### config.mk
export PLATFORM = sky130hd
export DESIGN_NAME = sprite_dma
export DESIGN_NICKNAME = d
export VERILOG_FILES = /design/src/rtl/sprite_dma.sv
export SDC_FILE = /design/constraint.sdc
export NUM_CORES = 1
export LEC_CHECK = 0
export CELL_PAD_IN_SITES_DETAIL_PLACEMENT = 1
export CELL_PAD_IN_SITES_GLOBAL_PLACEMENT = 2
export CORE_ASPECT_RATIO = 1.25
export CORE_MARGIN = 1.5
export CORE_UTILIZATION = 34
export DETAILED_ROUTE_END_ITERATION = 10
export PLACE_DENSITY_LB_ADDON = 0.1
export SLEW_MARGIN = 20
export SYNTH_ARGS = -nofsm -noshare
export SYNTH_HDL_FRONTEND = slang
export SYNTH_SLANG_ARGS = --single-unit
### constraint.sdc
create_clock -name clk -period 3.9 [get_ports clk]
set_clock_uncertainty 0.15 [all_clocks]
set_input_delay 0.78 -clock clk [delete_from_list [all_inputs] [get_ports clk]]
set_output_delay 0.78 -clock clk [all_outputs]
set_load 0.005 [all_outputs]
### src/rtl/sprite_dma.sv
// Per-frame sprite loader: on each enabled vsync rise, copies NUM_BYTES bytes from memory into the sprite registers.
// Latency: mem_req one cycle after the trigger; per byte 1 REQ cycle plus wait states, then 1 WRITE cycle; done after the last write.
// Backpressure: mem_req/mem_addr are held until mem_ack; vsync rises while not idle are dropped and flagged in overrun.
module sprite_dma #(
  parameter int NUM_BYTES = 10,
  parameter int ADDR_W    = 16
) (
  input  logic              clk,
  input  logic              reset,
  input  logic              enable,
  input  logic              vsync,
  input  logic [ADDR_W-1:0] base_addr,
  output logic              mem_req,
  output logic [ADDR_W-1:0] mem_addr,
  input  logic              mem_ack,
  input  logic [7:0]        mem_data,
  output logic              we,
  output logic [3:0]        address,
  output logic [7:0]        data,
  output logic              busy,
  output logic              done,
  output logic              overrun
);

  typedef enum logic [1:0] {IDLE, REQ, WRITE, DONE} state_t;

  localparam logic [3:0] LAST_IDX = 4'(NUM_BYTES - 1);

  state_t            state, state_n;
  logic              vsync_d;
  logic              trig;
  logic [3:0]        idx;
  logic [ADDR_W-1:0] base_q;

  assign trig = vsync & ~vsync_d;

  always_comb begin
    state_n = state;
    case (state)
      IDLE:    if (trig && enable) state_n = REQ;
      REQ:     if (mem_ack) state_n = WRITE;
      WRITE:   state_n = (idx == LAST_IDX) ? DONE : REQ;
      DONE:    state_n = IDLE;
      default: state_n = IDLE;
    endcase
  end

  // Outputs are registered from the next state so they line up with the state they belong to.
  always_ff @(posedge clk or negedge reset) begin
    if (!reset) begin
      state    <= IDLE;
      vsync_d  <= 1'b1;
      idx      <= '0;
      base_q   <= '0;
      mem_req  <= 1'b0;
      mem_addr <= '0;
      we       <= 1'b0;
      address  <= '0;
      data     <= '0;
      busy     <= 1'b0;
      done     <= 1'b0;
      overrun  <= 1'b0;
    end else begin
      vsync_d <= vsync;
      state   <= state_n;
      mem_req <= (state_n == REQ);
      we      <= (state_n == WRITE);
      busy    <= (state_n == REQ) || (state_n == WRITE);
      done    <= (state_n == DONE);
      if (trig && state != IDLE) overrun <= 1'b1;
      case (state)
        IDLE: begin
          if (state_n == REQ) begin
            base_q   <= base_addr;
            idx      <= '0;
            mem_addr <= base_addr;
          end
        end
        REQ: begin
          if (mem_ack) begin
            data    <= mem_data;
            address <= idx;
          end
        end
        WRITE: begin
          // Address arithmetic wraps naturally at ADDR_W bits.
          if (state_n == REQ) begin
            idx      <= idx + 4'd1;
            mem_addr <= base_q + ADDR_W'(idx) + ADDR_W'(1);
          end
        end
        default: ;
      endcase
    end
  end

endmodule

==> summary.md <==
| Metric | Value |
|---|---|
| H-tree Lvls | `2` |
| Fin crit share | `76.0%` |
| Post-Syn Instances | `221` |
| Hold crit path type | `reg2reg` |
| Starting Density | `35.1%` |
| Clock transition at path regs | `around 0.11 ns` |
| Overall Global Routing Usage | `between 15 and 20%` |
| Initial antenna violation count | `0` |
| Startpoint types | `input port` |
| Worst-margin pin slew | `between 0.8 and 0.9 ns` |
| CP required | `3.97 ns` |
| CP arrival | `3.03 ns` |
| Top cell type's share of synthesized area | `52.9%` |
| Setup WS pre-CTS | `0.634 ns` |
| Ports | `62` |
| Fin worst setup slack | `roughly 0.94 ns` |
| Origin of the worst setup path | `vsync` |
| Ys Warns | `0` |
| CTS buffer count | `5` |
| Post-Syn Area per Cell | `~12 um^2` |
| Worst-Skew Late Latency | `about 0.31 ns` |
| Buffers added on ports | `61` |
| Filler cell count | `roughly 800` |
| Synth area leader | `dfrtp_1` |
| DRT antenna net count | `0` |
| Number of cell rows | `35` |
| DP HPWL | `4.48 mm` |
| Relative slew slack | `about 45%` |
| P&R area growth vs syn | `31.7%` |
| Final Hold Violating Endpoints | `0` |
| Max_cap viols | `0` |
| Synthesized cell area | `approximately 2600 um^2` |
| Cts hold-fix bufs | `0` |
| Lkg Pwr | `1.45 nW` |
| GPL Wtd Cong | `0.777` |
| DRT Wirelength | `approximately 6.3 mm` |
| Fmax | `about 340 MHz` |
| Commonest register cell after synthesis | `dfrtp_1` |
| CTS resizes | `0` |
| Final nets | `325` |
| Post-Syn Nets | `between 200 and 300` |
| Avg WL per Cell | `roughly 17 um` |
| Most common cell in the synthesized netlist | `dfrtp_1` |
| Crit Path Category | `in2reg` |
| CTS tree | `yes` |
| Die area | `roughly 8200 um^2` |
| Status | `finished, final reports clean` |
| Vias/cell | `around 5.0` |
| Maximum vdd drop | `330 uV` |
| Post-CTS Setup Bufs | `0` |
| Post-synth top cells | `dfrtp_1, mux2_2, o21ai_0, nand2_1` |
| Antenna cell count | `0` |
| Largest cells by area after synthesis | `dfrtp_1, mux2_2, ha_1` |
| Min-delay src | `overrun` |
| Clk sinks | `56` |
| Clock Tree Buf Depth | `2` |
| Library cells used by synthesis | `36` |
| Drt first pass iters | `4` |
| DR iter-0 viols | `a little under 70` |
| RSZ-0062 raised after global routing | `false` |
| Final Max Tran Viols | `0` |
| Register Area | `~1400 um^2` |
| CP Max Fanout | `11` |
| Clock root buffer | `clkbuf_8` |
| Tmin final | `roughly 3.0 ns` |
| Critical Path End Type | `flop` |
| FF+latch count, synth | `56` |
| Detailed-route DRC error count | `0` |
| Register area share after synthesis | `between 50% and 60%` |
| R2R cell count | `7` |
| Fraction of registers with async set or reset after synthesis | `100%` |
| Chip width | `slightly above 80 um` |
| Largest net degree at the start of global routing | `36` |
| Worst r2r src | `state[1]` |
| Post-synth EDFFs | `0` |
| Number of global-route vias before repair | `~2,100` |
| Die H | `roughly 100 um` |
| Area occupied by multi-input gates | `1120 um^2` |
| First-pass GRT wire length | `between 10 and 15 mm` |
| Design Area, Final | `between 3000 and 4000 um^2` |
| P per Cell Area | `roughly 740 nW/um^2` |
| Core area | `approximately 7400 um^2` |
| Via Count | `about 1,900` |
| Hold path depth | `1` |
| Final setup violation count | `0` |
| Final setup TNS | `0 ns` |
| Grt ovf | `0` |
| Cell area after placement | `3320 um^2` |
| Layout cells sized above 1 | `13.9%` |
==> per-layer routing <==
metal,vias to the layer above,part of all wire [%],GRT usage (%)
met4,0,0.89,3.58
met3,5,4.2,3.26
met5,-,0,0
met2,46,50,28.1
li1,895,-,-
met1,963,45,21.9
==> layout make-up <==
cell class / instances / share of cell area, %
clock buffer: 6 / 2.12
clock inverter: 2 / 1.02
inverter: 10 / 1.10
multi-input combinational: 147 / 32.7
sequential: 56 / 41.0
tap: 92 / 3.36
timing repair buffer: 66 / 18.8
==> critical path, stage by stage <==
cell and delay [ns]:
clkdlybuf4s50_1 0.48, nand2b_1 0.07, o21ai_0 0.13, and2_1 0.22
ha_1 0.22, nor2b_1 0.43, nand2_1 0.37, o31ai_1 0.32
==> placed cells by master (no fill, tap or decap) <==
| cell type | netlist | layout |
|---|---|---|
| o211ai_1 | 2 | 2 |
| mux2i_1 | 5 | 5 |
| a21oi_1 | 3 | 3 |
| ha_1 | 9 | 9 |
| inv_1 | 10 | 10 |
| nor2b_1 | 2 | 2 |
| a211oi_1 | 1 | 1 |
| o21ai_1 | 4 | 4 |
| clkbuf_8 | 0 | 5 |
| buf_2 | 3 | 1 |
| clkinv_2 | 0 | 1 |
| dfrtp_1 | 55 | 55 |
| and2_1 | 4 | 4 |
| clkdlybuf4s50_1 | 0 | 60 |
| o21a_1 | 2 | 2 |
| nor2_1 | 6 | 6 |
| o21ai_0 | 22 | 22 |
| xnor2_1 | 5 | 5 |
| nand3b_1 | 2 | 2 |
| bufinv_16 | 0 | 1 |
| nor3_1 | 1 | 1 |
| a2bb2oi_1 | 2 | 2 |
| nand2_1 | 21 | 21 |
| nand4_4 | 1 | 1 |
| nand2b_1 | 2 | 2 |
| o2111ai_1 | 2 | 2 |
| a22oi_1 | 8 | 8 |
| fa_1 | 1 | 1 |
| o21bai_1 | 1 | 1 |
| mux2_2 | 24 | 24 |
| xor2_1 | 10 | 10 |
| o31a_1 | 1 | 1 |
| clkbuf_1 | 3 | 1 |
| o31ai_1 | 1 | 1 |
| nand4_1 | 3 | 3 |
| nor3_4 | 1 | 1 |
| buf_4 | 1 | 5 |
| nand3_1 | 1 | 1 |
| dfstp_2 | 1 | 1 |
==> metrics by stage <==
| step | power, W | cells | utilization [%] | hold WS (ns) |
|---|---|---|---|---|
| after detailed placement | 0.00219 | 371 | 44.8 | 0.328 |
| after floorplan | 0.00165 | 221 | - | 0.318 |
| after global placement | 0.00216 | 371 | 44.8 | 0.313 |
| after global routing | 0.00275 | 379 | 46.3 | 0.357 |
| after CTS | 0.00259 | 379 | 46.3 | 0.353 |
| final | 0.00254 | 379 | 46.3 | 0.345 |
==> cell families (layout without fill, tap and decap cells) <==
| logic type | after synthesis | after routing | share of synthesized area, % |
|---|---|---|---|
| AOI/OAI and AO/OA | 49 | 49 | 11.6 |
| xor gates and xnor gates | 15 | 15 | 5.05 |
| adders and majority gates | 10 | 10 | 5.10 |
| buffers and inverters | 18 | 84 | 3.03 |
| DFF | 56 | 56 | 53.9 |
| muxes | 29 | 29 | 12.3 |
| and+or+nand+nor | 44 | 44 | 8.95 |
==> report_power, final <==
part | switching, W | total, W | leakage, nW | internal, W
combinational | 0.000484 | 0.00112 | 0.711 | 0.000640
sequential | 0.000201 | 0.00103 | 0.689 | 0.000834
clock | 0.000193 | 0.000385 | 0.0552 | 0.000191
total | 0.000879 | 0.00254 | 1.45 | 0.00167
==> final timing paths <==
path	slack [ns]	end
worst max-delay path	0.94	mem_addr[3]
worst min-delay path	0.35	overrun
worst max register to register	1.18	mem_addr[3]
worst min register to register	0.35	overrun
max in group asynchronous	2.39	data[2]
min in group asynchronous	0.40	mem_addr[6]
==> flip-flops by register name, summed over array words and instances, names as in the netlist <==
signal and flops:
address 4, base_q 16, busy 1, data 8
done 1, idx 4, mem_addr 16, mem_req 1
overrun 1, state 2, vsync_d 1, we 1
Note: power is estimated with default switching activity, not from simulation.
